`src/rtl/mlp_pkg.sv`:
```
// Shared types and constants for the MLP control sequencer.
package mlp_pkg;

    // Default network shape: 784 inputs, 30 hidden neurons, 10 outputs.
    localparam int unsigned N_IN_DEF     = 784;
    localparam int unsigned N_HID_DEF    = 30;
    localparam int unsigned N_OUT_DEF    = 10;
    localparam int unsigned B_WORDS_DEF  = 11;
    localparam int unsigned W2_WORDS_DEF = 15;

    // Output widths seen by the datapath.
    localparam int unsigned STATE_W = 4;
    localparam int unsigned CNT_W   = 15;
    localparam int unsigned CNT1_W  = 11;
    localparam int unsigned CNT2_W  = 5;
    localparam int unsigned CNT3_W  = 5;
    localparam int unsigned CNT21_W = 5;
    localparam int unsigned CNT22_W = 7;

    typedef enum logic [STATE_W-1:0] {
        StIdle  = 4'd0,
        StLoad  = 4'd1,
        StLoadW = 4'd2,
        StL1    = 4'd3,
        StSig   = 4'd4,
        StL2    = 4'd5,
        StDone  = 4'd6
    } state_e;

endpackage

```
`src/rtl/mlp_sequencer_if.sv`:
```
// Control interface between the sequencer (master) and the MAC datapath / top level (slave).
interface mlp_sequencer_if;
    import mlp_pkg::*;

    logic                start;
    logic                mem_valid;
    logic [STATE_W-1:0]  fsm_state;
    logic                load_start;
    logic                load_weight;
    logic                layer1_start;
    logic                sigmoid_start;
    logic                layer2_start;
    logic                read;
    logic [CNT_W-1:0]    counter;
    logic [CNT1_W-1:0]   counter1;
    logic [CNT2_W-1:0]   counter2;
    logic [CNT3_W-1:0]   counter3;
    logic [CNT21_W-1:0]  counter2_1;
    logic [CNT22_W-1:0]  counter2_2;
    logic                busy;
    logic                done;

    modport master (
        input  start, mem_valid,
        output fsm_state, load_start, load_weight, layer1_start, sigmoid_start, layer2_start,
        output read, counter, counter1, counter2, counter3, counter2_1, counter2_2, busy, done
    );

    modport slave (
        output start, mem_valid,
        input  fsm_state, load_start, load_weight, layer1_start, sigmoid_start, layer2_start,
        input  read, counter, counter1, counter2, counter3, counter2_1, counter2_2, busy, done
    );

endinterface

```
`src/rtl/mlp_loop_counter.sv`:
```
// Nested inner/outer loop counter. The inner index runs 0..inner_term_i; reaching the
// terminal value on an enabled cycle wraps it to 0 and bumps the outer index.
module mlp_loop_counter #(
    parameter int unsigned InnerW = 11,
    parameter int unsigned OuterW = 5
) (
    input  logic              clk,
    input  logic              rst_b,
    input  logic              en_i,
    input  logic              clr_i,
    input  logic [InnerW-1:0] inner_term_i,
    input  logic [OuterW-1:0] outer_last_i,
    output logic [InnerW-1:0] inner_o,
    output logic [InnerW-1:0] inner_nxt_o,
    output logic [OuterW-1:0] outer_o,
    output logic [OuterW-1:0] outer_nxt_o,
    output logic              wrap_o,
    output logic              last_o
);

    logic [InnerW-1:0] inner_q, inner_d;
    logic [OuterW-1:0] outer_q, outer_d;

    // Next index values; clear wins over counting.
    always_comb begin
        wrap_o  = en_i && (inner_q == inner_term_i);
        last_o  = (outer_q == outer_last_i);
        inner_d = inner_q;
        outer_d = outer_q;
        if (clr_i) begin
            inner_d = '0;
            outer_d = '0;
        end else if (wrap_o) begin
            inner_d = '0;
            outer_d = outer_q + OuterW'(1);
        end else if (en_i) begin
            inner_d = inner_q + InnerW'(1);
        end
    end

    // Index registers.
    always_ff @(posedge clk or negedge rst_b) begin
        if (!rst_b) begin
            inner_q <= '0;
            outer_q <= '0;
        end else begin
            inner_q <= inner_d;
            outer_q <= outer_d;
        end
    end

    assign inner_o     = inner_q;
    assign outer_o     = outer_q;
    assign inner_nxt_o = inner_d;
    assign outer_nxt_o = outer_d;

endmodule

```
`src/rtl/mlp_sequencer.sv`:
```
// Control FSM for the two-layer MLP MAC datapath. Every output is a register loaded from
// next-state values, so strobes and indices move on the same edge as the state.
module mlp_sequencer
    import mlp_pkg::*;
#(
    parameter int unsigned N_IN     = N_IN_DEF,
    parameter int unsigned N_HID    = N_HID_DEF,
    parameter int unsigned N_OUT    = N_OUT_DEF,
    parameter int unsigned B_WORDS  = B_WORDS_DEF,
    parameter int unsigned W2_WORDS = W2_WORDS_DEF
) (
    input logic             clk,
    input logic             rst_b,
    mlp_sequencer_if.master bus
);

    state_e               state_q, state_d;
    logic                 l1_done_q, l1_done_d;
    logic [CNT_W-1:0]     counter_q, counter_d;
    logic [CNT22_W-1:0]   c22_q, c22_d;
    logic [4:0]           strobe_q, strobe_d;
    logic                 read_q, read_d, busy_q, busy_d, done_q, done_d;

    logic                 l1_en, l1_clr, l1_wrap, l1_last;
    logic [CNT1_W-1:0]    l1_term, c1, c1_nxt;
    logic [CNT2_W-1:0]    l1_outer_last, c2, unused_c2_nxt;
    logic                 l2_en, l2_clr, l2_wrap, l2_last;
    logic [CNT21_W-1:0]   c21, c21_nxt;
    logic [CNT3_W-1:0]    c3, c3_nxt;
    logic                 load_last, loadw_last;

    assign load_last  = (counter_q == CNT_W'(4 * (B_WORDS - 1)));
    assign loadw_last = (counter_q == CNT_W'(4 * (W2_WORDS - 1)));

    // SIG reuses the layer-1 counter with an inner terminal of 0, so counter2 steps every cycle.
    assign l1_en         = (state_q == StL1) || (state_q == StSig);
    assign l1_term       = (state_q == StSig) ? '0 : CNT1_W'(N_IN);
    assign l1_outer_last = (state_q == StSig) ? CNT2_W'(N_HID) : CNT2_W'(N_HID - 1);
    assign l1_clr        = (l1_en && (state_d != state_q)) || (state_q == StDone);
    assign l2_en         = (state_q == StL2);
    assign l2_clr        = (state_q == StDone);

    mlp_loop_counter #(
        .InnerW(CNT1_W),
        .OuterW(CNT2_W)
    ) u_l1_cnt (
        .clk         (clk),
        .rst_b       (rst_b),
        .en_i        (l1_en),
        .clr_i       (l1_clr),
        .inner_term_i(l1_term),
        .outer_last_i(l1_outer_last),
        .inner_o     (c1),
        .inner_nxt_o (c1_nxt),
        .outer_o     (c2),
        .outer_nxt_o (unused_c2_nxt),
        .wrap_o      (l1_wrap),
        .last_o      (l1_last)
    );

    mlp_loop_counter #(
        .InnerW(CNT21_W),
        .OuterW(CNT3_W)
    ) u_l2_cnt (
        .clk         (clk),
        .rst_b       (rst_b),
        .en_i        (l2_en),
        .clr_i       (l2_clr),
        .inner_term_i(CNT21_W'(N_HID)),
        .outer_last_i(CNT3_W'(N_OUT - 1)),
        .inner_o     (c21),
        .inner_nxt_o (c21_nxt),
        .outer_o     (c3),
        .outer_nxt_o (c3_nxt),
        .wrap_o      (l2_wrap),
        .last_o      (l2_last)
    );

    // State transitions and the layer-1-done flag.
    always_comb begin
        state_d   = state_q;
        l1_done_d = l1_done_q;
        unique case (state_q)
            StIdle:  if (bus.start) state_d = StLoad;
            StLoad:  if (bus.mem_valid && load_last) state_d = StLoadW;
            StLoadW: if (bus.mem_valid && loadw_last) state_d = l1_done_q ? StL2 : StL1;
            StL1: begin
                if (l1_wrap && l1_last) begin
                    state_d   = StSig;
                    l1_done_d = 1'b1;
                end
            end
            StSig:   if (l1_last) state_d = StL2;
            StL2: begin
                // Each odd output neuron finishes a W2 row pair; fetch the next pair.
                if (l2_wrap) begin
                    if (l2_last) state_d = StDone;
                    else if (c3[0]) state_d = StLoadW;
                end
            end
            StDone: begin
                state_d   = StIdle;
                l1_done_d = 1'b0;
            end
            default: state_d = StIdle;
        endcase
    end

    // Registered output values, derived from the next state and next indices.
    always_comb begin
        counter_d = '0;
        c22_d     = c22_q;
        strobe_d  = '0;
        read_d    = (state_d == StL1) && (c1_nxt < CNT1_W'(N_IN));
        busy_d    = (state_d != StIdle);
        done_d    = (state_d == StDone);
        unique case (state_d)
            StLoad, StLoadW: begin
                if (state_d != state_q) counter_d = '0;
                else if (bus.mem_valid) counter_d = counter_q + CNT_W'(4);
                else counter_d = counter_q;
            end
            StL1:    counter_d = CNT_W'(c1_nxt);
            default: ;
        endcase
        unique case (state_d)
            StLoad:  strobe_d = 5'b10000;
            StLoadW: strobe_d = 5'b01000;
            StL1:    strobe_d = 5'b00100;
            StSig:   strobe_d = 5'b00010;
            StL2:    strobe_d = 5'b00001;
            default: ;
        endcase
        // W2 buffer holds two rows; odd neurons read the upper half. Held on commit cycles.
        if (state_d == StIdle) begin
            c22_d = '0;
        end else if ((state_d == StL2) && (c21_nxt < CNT21_W'(N_HID))) begin
            c22_d = CNT22_W'(c21_nxt) + (c3_nxt[0] ? CNT22_W'(N_HID) : '0);
        end
    end

    // State and output registers.
    always_ff @(posedge clk or negedge rst_b) begin
        if (!rst_b) begin
            state_q   <= StIdle;
            l1_done_q <= 1'b0;
            counter_q <= '0;
            c22_q     <= '0;
            strobe_q  <= '0;
            read_q    <= 1'b0;
            busy_q    <= 1'b0;
            done_q    <= 1'b0;
        end else begin
            state_q   <= state_d;
            l1_done_q <= l1_done_d;
            counter_q <= counter_d;
            c22_q     <= c22_d;
            strobe_q  <= strobe_d;
            read_q    <= read_d;
            busy_q    <= busy_d;
            done_q    <= done_d;
        end
    end

    assign bus.fsm_state     = state_q;
    assign bus.load_start    = strobe_q[4];
    assign bus.load_weight   = strobe_q[3];
    assign bus.layer1_start  = strobe_q[2];
    assign bus.sigmoid_start = strobe_q[1];
    assign bus.layer2_start  = strobe_q[0];
    assign bus.read          = read_q;
    assign bus.counter       = counter_q;
    assign bus.counter1      = c1;
    assign bus.counter2      = c2;
    assign bus.counter3      = c3;
    assign bus.counter2_1    = c21;
    assign bus.counter2_2    = c22_q;
    assign bus.busy          = busy_q;
    assign bus.done          = done_q;

endmodule
```
`src/flat_wrapper.sv`:
```
// flat-port wrapper written by rule: the top's interface ports become plain ports
module mlp_sequencer_flat import mlp_pkg::*;
#(
    parameter int unsigned N_IN     = N_IN_DEF,
    parameter int unsigned N_HID    = N_HID_DEF,
    parameter int unsigned N_OUT    = N_OUT_DEF,
    parameter int unsigned B_WORDS  = B_WORDS_DEF,
    parameter int unsigned W2_WORDS = W2_WORDS_DEF
)
  (clk, rst_b, bus_start, bus_mem_valid, bus_fsm_state, bus_load_start, bus_load_weight, bus_layer1_start, bus_sigmoid_start, bus_layer2_start, bus_read, bus_counter, bus_counter1, bus_counter2, bus_counter3, bus_counter2_1, bus_counter2_2, bus_busy, bus_done);
  mlp_sequencer_if bus_i ();
  input logic clk;
  input logic rst_b;
  input wire logic [$bits(bus_i.start)-1:0] bus_start;
  input wire logic [$bits(bus_i.mem_valid)-1:0] bus_mem_valid;
  output wire logic [$bits(bus_i.fsm_state)-1:0] bus_fsm_state;
  output wire logic [$bits(bus_i.load_start)-1:0] bus_load_start;
  output wire logic [$bits(bus_i.load_weight)-1:0] bus_load_weight;
  output wire logic [$bits(bus_i.layer1_start)-1:0] bus_layer1_start;
  output wire logic [$bits(bus_i.sigmoid_start)-1:0] bus_sigmoid_start;
  output wire logic [$bits(bus_i.layer2_start)-1:0] bus_layer2_start;
  output wire logic [$bits(bus_i.read)-1:0] bus_read;
  output wire logic [$bits(bus_i.counter)-1:0] bus_counter;
  output wire logic [$bits(bus_i.counter1)-1:0] bus_counter1;
  output wire logic [$bits(bus_i.counter2)-1:0] bus_counter2;
  output wire logic [$bits(bus_i.counter3)-1:0] bus_counter3;
  output wire logic [$bits(bus_i.counter2_1)-1:0] bus_counter2_1;
  output wire logic [$bits(bus_i.counter2_2)-1:0] bus_counter2_2;
  output wire logic [$bits(bus_i.busy)-1:0] bus_busy;
  output wire logic [$bits(bus_i.done)-1:0] bus_done;
  assign bus_i.start = bus_start;
  assign bus_i.mem_valid = bus_mem_valid;
  assign bus_fsm_state = bus_i.fsm_state;
  assign bus_load_start = bus_i.load_start;
  assign bus_load_weight = bus_i.load_weight;
  assign bus_layer1_start = bus_i.layer1_start;
  assign bus_sigmoid_start = bus_i.sigmoid_start;
  assign bus_layer2_start = bus_i.layer2_start;
  assign bus_read = bus_i.read;
  assign bus_counter = bus_i.counter;
  assign bus_counter1 = bus_i.counter1;
  assign bus_counter2 = bus_i.counter2;
  assign bus_counter3 = bus_i.counter3;
  assign bus_counter2_1 = bus_i.counter2_1;
  assign bus_counter2_2 = bus_i.counter2_2;
  assign bus_busy = bus_i.busy;
  assign bus_done = bus_i.done;
  mlp_sequencer #(.N_IN(N_IN), .N_HID(N_HID), .N_OUT(N_OUT), .B_WORDS(B_WORDS), .W2_WORDS(W2_WORDS)) u_core (.clk(clk), .rst_b(rst_b), .bus(bus_i));
endmodule
```
`config.mk`:
```
export PLATFORM = sky130hd
export DESIGN_NAME = mlp_sequencer_flat
export DESIGN_NICKNAME = d
export VERILOG_FILES = /design/src/rtl/mlp_pkg.sv /design/src/rtl/mlp_sequencer_if.sv /design/src/rtl/mlp_loop_counter.sv /design/src/rtl/mlp_sequencer.sv /design/src/flat_wrapper.sv
export SDC_FILE = /design/constraint.sdc
export NUM_CORES = 1
export LEC_CHECK = 0
export CORE_UTILIZATION = 45
export DETAILED_ROUTE_END_ITERATION = 12
export PLACE_DENSITY_LB_ADDON = 0.2
export SYNTH_ARGS = -nofsm -noshare
export SYNTH_HDL_FRONTEND = slang
export SYNTH_HIERARCHICAL = 1
export SYNTH_SLANG_ARGS = --single-unit
```
`constraint.sdc`:
```
create_clock -name clk -period 11 [get_ports clk]
set_clock_uncertainty 0.05 [all_clocks]
set_input_delay 1.1 -clock clk [delete_from_list [all_inputs] [get_ports clk]]
set_output_delay 1.1 -clock clk [all_outputs]
set_load 0.01 [all_outputs]
```
* Word level (Yosys, flattened, before mapping)
Index checks and enable logic that the tools add are counted. Widths: inputs -> output; s select.
Word-level totals: word-level logic and storage cells 92, output and inout port bits 60, input port bits 4, flip-flop bits (word level) 61
Operators by class: reductions and logical operators 19, multiplexer cells 31, $add $sub $neg 6, magnitude comparators 2, equality and inequality tests 21
Operators with widths (count):
- $mux 5 | 8
- $mux 11 | 3
- $mux 4 | 8
- $eq 15x6->1 const B | 2
- $mux 15 | 2
- $pmux 15 s2 | 1
- $pmux 5 s5 | 1
- $eq 4x3->1 const B | 6
- $pmux 4 s6 | 1
- $eq 4x2->1 const B | 4
- $add 15x3->15 const B | 1
- $add 5x1->5 const B | 3
- $mux 7 | 2
- $add 11x1->11 const B | 1
- $eq 11x11->1 | 1
- $lt 11x10->1 const B | 1
- $mux 10 | 1
- $eq 4x1->1 const B | 2
- $logic_and 1x1->1 | 8
- $logic_not 4->1 | 2
- $reduce_bool 2->1 | 4
- $add 5x7->7 | 1
- $eq 5x4->1 const B | 1
- $eq 5x5->1 | 1
- 13 further kinds | 14

* Longest topological paths before layout
word-level depth 13, mapped depth 21

* By module
Netlist, hierarchy kept.
By module, submodules not included:
- mlp_sequencer | cells an instance 211, instances 1, area an instance 2199.6 um2
- mlp_loop_counter at u_core.u_l1_cnt | cells an instance 109, instances 1, area an instance 1072.3 um2
- mlp_loop_counter at u_core.u_l2_cnt | cells an instance 69, instances 1, area an instance 636.9 um2

* Worst setup path before layout
OpenSTA, ideal clock, no wires.
path type register -> register, start point reg u_core.state_q[0], in the netlist u_core/bus.fsm_state[0], end point reg u_core.read_q, in the netlist u_core/bus.read, slack 6.459 ns, required time 10.851 ns, path buffers 5, clock period less this slack 4.541 ns, setup time 0.099 ns, cell stages (with the launch flop) 19, arrival time 4.391 ns, cells stage by stage dfrtp_1 > buf_2 > clkbuf_1 > nand2b_1 > xnor2_1 > nand4_2 > nor4_4 > buf_6 > nand2_1 > or3_1 > nand2_1 > nor3_1 > o211a_1 > o32ai_1 > clkbuf_1 > clkbuf_1 > nor3_1 > or4_1 > a311oi_1
On the way: elaborated cells between the ends (all ways) 33
RTL lines:
- start: declaration | RTL line mlp_sequencer.sv:17 | state_e state_q, state_d;
- start signal: assignment | RTL line mlp_sequencer.sv:145 | state_q <= StIdle;
- start signal: assignment | RTL line mlp_sequencer.sv:154 | state_q <= state_d;
- $eq 4x3->1 (*) | RTL line mlp_sequencer.sv:38 | assign l1_outer_last = (state_q == StSig) ? CNT2_W'(N_HID) : CNT2_W'(N_HID - 1);
- $mux 2 (*) | RTL line mlp_sequencer.sv:38
- net u_core.l1_outer_last[0] | RTL line mlp_sequencer.sv:26 | logic [CNT2_W-1:0] l1_outer_last, c2, unused_c2_nxt;
- $eq 5x5->1 (*) | RTL line mlp_loop_counter.sv:27 | last_o = (outer_q == outer_last_i);
- $logic_and 1x1->1 | RTL line mlp_sequencer.sv:88 | if (l1_wrap && l1_last) begin
- $mux 4 | RTL line mlp_sequencer.sv:88
- $pmux 4 s6 (*) | RTL line mlp_sequencer.sv:83 | unique case (state_q)
- $ne 4x4->1 (*) | RTL line mlp_sequencer.sv:39 | assign l1_clr = (l1_en && (state_d != state_q)) || (state_q == StDone);
- $logic_and 1x1->1 (*) | RTL line mlp_sequencer.sv:39
- $logic_or 1x1->1 (*) | RTL line mlp_sequencer.sv:39
- net u_core.l1_clr | RTL line mlp_sequencer.sv:24 | logic l1_en, l1_clr, l1_wrap, l1_last;
- $mux 11 (*) | RTL line mlp_loop_counter.sv:30 | if (clr_i) begin
- net u_core.c1_nxt[6] | RTL line mlp_sequencer.sv:25 | logic [CNT1_W-1:0] l1_term, c1, c1_nxt;
- $lt 11x10->1 (*) | RTL line mlp_sequencer.sv:114 | read_d = (state_d == StL1) && (c1_nxt < CNT1_W'(N_IN));
- $logic_and 1x1->1 (*) | RTL line mlp_sequencer.sv:114
- net u_core.read_d | RTL line mlp_sequencer.sv:22 | logic read_q, read_d, busy_q, busy_d, done_q, done_d;
- end signal: assignment | RTL line mlp_sequencer.sv:159 | read_q <= read_d;
- end: declaration | RTL line mlp_sequencer.sv:22
Mark *: on every way through the listed nets, which the timed path passes. The rest lies on a longest branch. A chain may end at the register's enable or synchronous reset.

* Worst setup path after layout
start point reg u_core.state_q[0], in the netlist u_core/bus.fsm_state[0], end point reg u_core.read_q, in the netlist u_core/bus.read
On the way: elaborated cells between the ends (all ways) 33
RTL lines:
- $eq 4x2->1 or $eq 4x3->1 (tied branches) | RTL line mlp_sequencer.sv:36 | assign l1_en = (state_q == StL1) || (state_q == StSig);
- $logic_or 1x1->1 (*) | RTL line mlp_sequencer.sv:36
- net u_core.l1_en | RTL line mlp_sequencer.sv:24
- $logic_and 1x1->1 (*) | RTL line mlp_loop_counter.sv:26 | wrap_o = en_i && (inner_q == inner_term_i);
- net u_core.l1_wrap | RTL line mlp_sequencer.sv:24
- $logic_and 1x1->1 (*) | RTL line mlp_sequencer.sv:88
- $mux 4 (*) | RTL line mlp_sequencer.sv:88
- $pmux 4 s6 (*) | RTL line mlp_sequencer.sv:83
- $ne 4x4->1 (*) | RTL line mlp_sequencer.sv:39
- $logic_and 1x1->1 (*) | RTL line mlp_sequencer.sv:39
- $logic_or 1x1->1 (*) | RTL line mlp_sequencer.sv:39
- net u_core.l1_clr | RTL line mlp_sequencer.sv:24
- $mux 11 (*) | RTL line mlp_loop_counter.sv:30
- net u_core.c1_nxt[6] | RTL line mlp_sequencer.sv:25
- $lt 11x10->1 (*) | RTL line mlp_sequencer.sv:114
- $logic_and 1x1->1 (*) | RTL line mlp_sequencer.sv:114
- net u_core.read_d | RTL line mlp_sequencer.sv:22
Marks and branches as above.

==> impl_metrics.py <==
metrics = {
    "run_status": {
        "run_status": "finished, final reports clean",
    },
    "clock_tree": {
        "postCtsSetupRepairBufs": 0,
        "root_buffer": "clkbuf_8",
        "numClockSinks": 60,
        "clkTransAtPathRegs_ns": 0.07,
        "cts_tree": "done",
        "cts_max_path_buffers": 2,
        "cts_buffers": 9,
        "insertion_delay_ns": 0.34,
        "ctsHoldBuffers": 0,
        "cts_resized": 0,
        "htreeDepth": 3,
    },
    "worst_setup_path": {
        "crit_required_ns": 11.18,
        "path_class": "register to register",
        "crit_top_cell": "nand2_1",
        "cp-end-kind": "register",
        "max_stage_delay_ns": 0.72,
        "cp.arrival_ns": 5.00,
        "cp_slowest_cell": "dfrtp_1",
        "crit_buf_inv": 2,
        "crit_family": "simple AND/OR/NAND/NOR gates",
        "cp-start-kind": "register",
        "crit_path_max_fanout": 22,
        "path_cells": "nand2_1 -> o22a_1 -> nor2_1 -> inv_1 -> nor4_4 -> nand2_1 -> nand3_1 -> o211ai_1 -> o21a_1 -> o211a_1 -> o32ai_2 -> buf_4 -> nor3_1 -> or4_1 -> a311oi_1",
    },
    "synthesis": {
        "netlist_area_sq_um": 3910,
        "syn-instance-count": 389,
        "yosysWarnings": 6,
        "syn_area_per_cell_sq_um": 10.0,
        "synth_area_leader_cell": "dfrtp_1",
        "synth-edff-count": 0,
        "synthDistinctLibCells": 69,
        "ys_top_cells_by_area": "dfrtp_1, xnor2_1, ha_1",
        "ys_seq_area_frac": 0.384,
        "async_flop_share": 1.00,
        "yosysTopAreaCellShare": 0.384,
        "synth_seq_cells": 60,
        "synthFlopType": "dfrtp_1",
    },
    "drt": {
        "drc": 0,
        "drt-total-wl_um": 8830,
        "drt-wirelength-per-cell_um": 15.4,
        "first_pass_iters": 4,
        "drt-initial-drc-count": 214,
        "drtAntennaViolNets": 0,
        "vias_per_cell": 5.56,
        "vias": 3199,
    },
    "pwr": {
        "power_density_nw_per_um2": 109,
        "leakagePower_nw": 2.07,
        "max-vdd-ir-drop_uv": 71.8,
    },
    "place": {
        "pre_cts_ws_ns": 6.20,
        "io_buffers": 62,
        "dp_hpwl_um": 6210,
        "gp_congestion": 0.869,
    },
    "sta": {
        "layout_setup_ws_ns": 6.19,
        "setup_viol": 0,
        "slew_headroom": 0.331,
        "fin_crit_sh": 0.438,
        "rsz0062_at_grt": "no",
        "max_freq_ghz": 0.208,
        "hold_violations": 0,
        "finalSetupTns_ns": 0,
        "slew_viol_final": 0,
        "tightest_slew_ns": 1.00,
        "fin_crit_ns": 4.81,
    },
    "floorplanning": {
        "row_count": 33,
        "core_sq_um": 8300,
        "die_area_sq_um": 9060,
        "fp.dieH_um": 95.2,
        "initial_utilization": 0.471,
        "pin_count": 64,
        "fp.dieW_um": 95.2,
    },
    "global_routing": {
        "grt_use_total": 0.212,
        "grt_util_met1": 0.296,
        "met3_usage": 0.0367,
        "grt_pass1_wl_um": 14700,
        "grt_max_degree": 61,
        "antenna_found_initial": 0,
        "grt-ovfl-total": 0,
        "grtUsageMet2": 0.323,
        "grt_pass1_vias": 3016,
        "top_usage_layer": "met2",
    },
    "finish": {
        "area_delta_synth_final_pct": 24.5,
        "diodes": 0,
        "final_nets": 480,
        "drive_above_1_share": 0.109,
    },
    "worst_hold_path": {
        "min_path_type": "register to register",
    },
    "job": {
        "cap_violations": 0,
    },
}
power breakdown:
group | switching, mW | internal (mW)
sequential | 0.00748 | 0.224
combinational | 0.0276 | 0.0207
clock | 0.0880 | 0.163
total | 0.123 | 0.408
synth_stat cells (all sizes together), types with 4 or more instances:
cell	n
a21oi	10
a2bb2oi	4
a31oi	5
a32oi	4
buf	13
clkbuf	7
dfrtp	60
ha	10
inv	9
mux2	11
mux2i	6
nand2	27
nand2b	8
nand3	19
nand4	16
nor2	26
nor2b	9
nor3	26
nor4	4
nor4b	4
o21ai	9
o31ai	6
or3	7
xnor2	30
xor2	12
sequential cells by signal, summed over array words and instances, names as in the netlist, 4 cells and up:
| signal | cells |
|---|---|
| u_core/bus.counter | 15 |
| u_core/u_l1_cnt/outer_o | 5 |
| u_core/bus.counter2_2 | 6 |
| u_core/u_l1_cnt/inner_o | 11 |
| u_core/u_l2_cnt/outer_o | 5 |
| u_core/bus.fsm_state | 4 |
| u_core/strobe_q | 5 |
| u_core/u_l2_cnt/inner_o | 5 |
routing by layer:
layer,vias to the layer above,wire [um]
met3,11,487
li1,1549,-
met2,90,4030
met5,-,0
met1,1549,4200
met4,0,116
worst paths after layout:
kind	endpoint	start	slack, ns	cells after the start
worst max-delay path	u_core/bus.read	u_core/bus.fsm_state[0]	6.19	15
worst min register to register	u_core/bus.counter[1]	u_core/bus.counter[1]	0.50	1
worst min-delay path	u_core/bus.counter[1]	u_core/bus.counter[1]	0.50	1
max in group asynchronous	u_core/u_l1_cnt/inner_o[9]	rst_b	9.54	2
worst max register to register	u_core/bus.read	u_core/bus.fsm_state[0]	6.19	15
min in group asynchronous	u_core/u_l2_cnt/inner_o[0]	rst_b	0.87	2
cells in the final DEF, fill, tap and decap left out, types with 4 or more instances in the layout:
cell type / n
nand3_1: 17
clkbuf_8: 11
mux2i_1: 5
dfrtp_1: 60
o21ai_0: 8
o31ai_1: 6
conb_1: 23
a2bb2oi_1: 4
nand4_1: 13
mux2_1: 4
nand2b_1: 8
mux2_4: 4
xor2_1: 12
or3_1: 7
nor2_1: 26
nand2_1: 27
xnor2_1: 27
nor2b_1: 9
clkdlybuf4s50_1: 61
nor3_1: 25
a32oi_1: 4
a21oi_1: 9
inv_1: 8
ha_1: 10
a31oi_1: 5
stage by stage:
| stage | instance area (sq um) | hold slack (ns) | cells | util | power, mW |
|---|---|---|---|---|---|
| floorplan | 3990 | 0.472 | 410 | - | 0.267 |
| global placement | 4620 | 0.482 | 559 | 0.556 | 0.284 |
| finish | 4870 | 0.498 | 575 | 0.586 | 0.531 |
| CTS | 4870 | 0.507 | 575 | 0.586 | 0.537 |
| global route | 4870 | 0.523 | 575 | 0.586 | 0.550 |
| detailed placement | 4620 | 0.486 | 559 | 0.556 | 0.285 |
cell type report:
type | count | area [sq um]
inverters | 9 | 33.8
clock inverters | 4 | 95.1
repair buffers | 64 | 631
clock buffers | 12 | 155
well taps | 105 | 131
fillers | 713 | 3430
flip-flops and latches | 60 | 1500
multi-input cells | 321 | 2320
cells by family after synthesis:
| group | share of synthesized area |
|---|---|
| other | 0.00192 |
| flip-flops | 0.384 |
| adder cells (fa/ha/maj) | 0.0371 |
| AO/OA/AOI/OAI | 0.129 |
| multiplexers | 0.0519 |
| XOR/XNOR | 0.0999 |
| buffers and inverters | 0.0445 |
| AND/OR/NAND/NOR | 0.252 |
(Power assumes the default switching activity.)
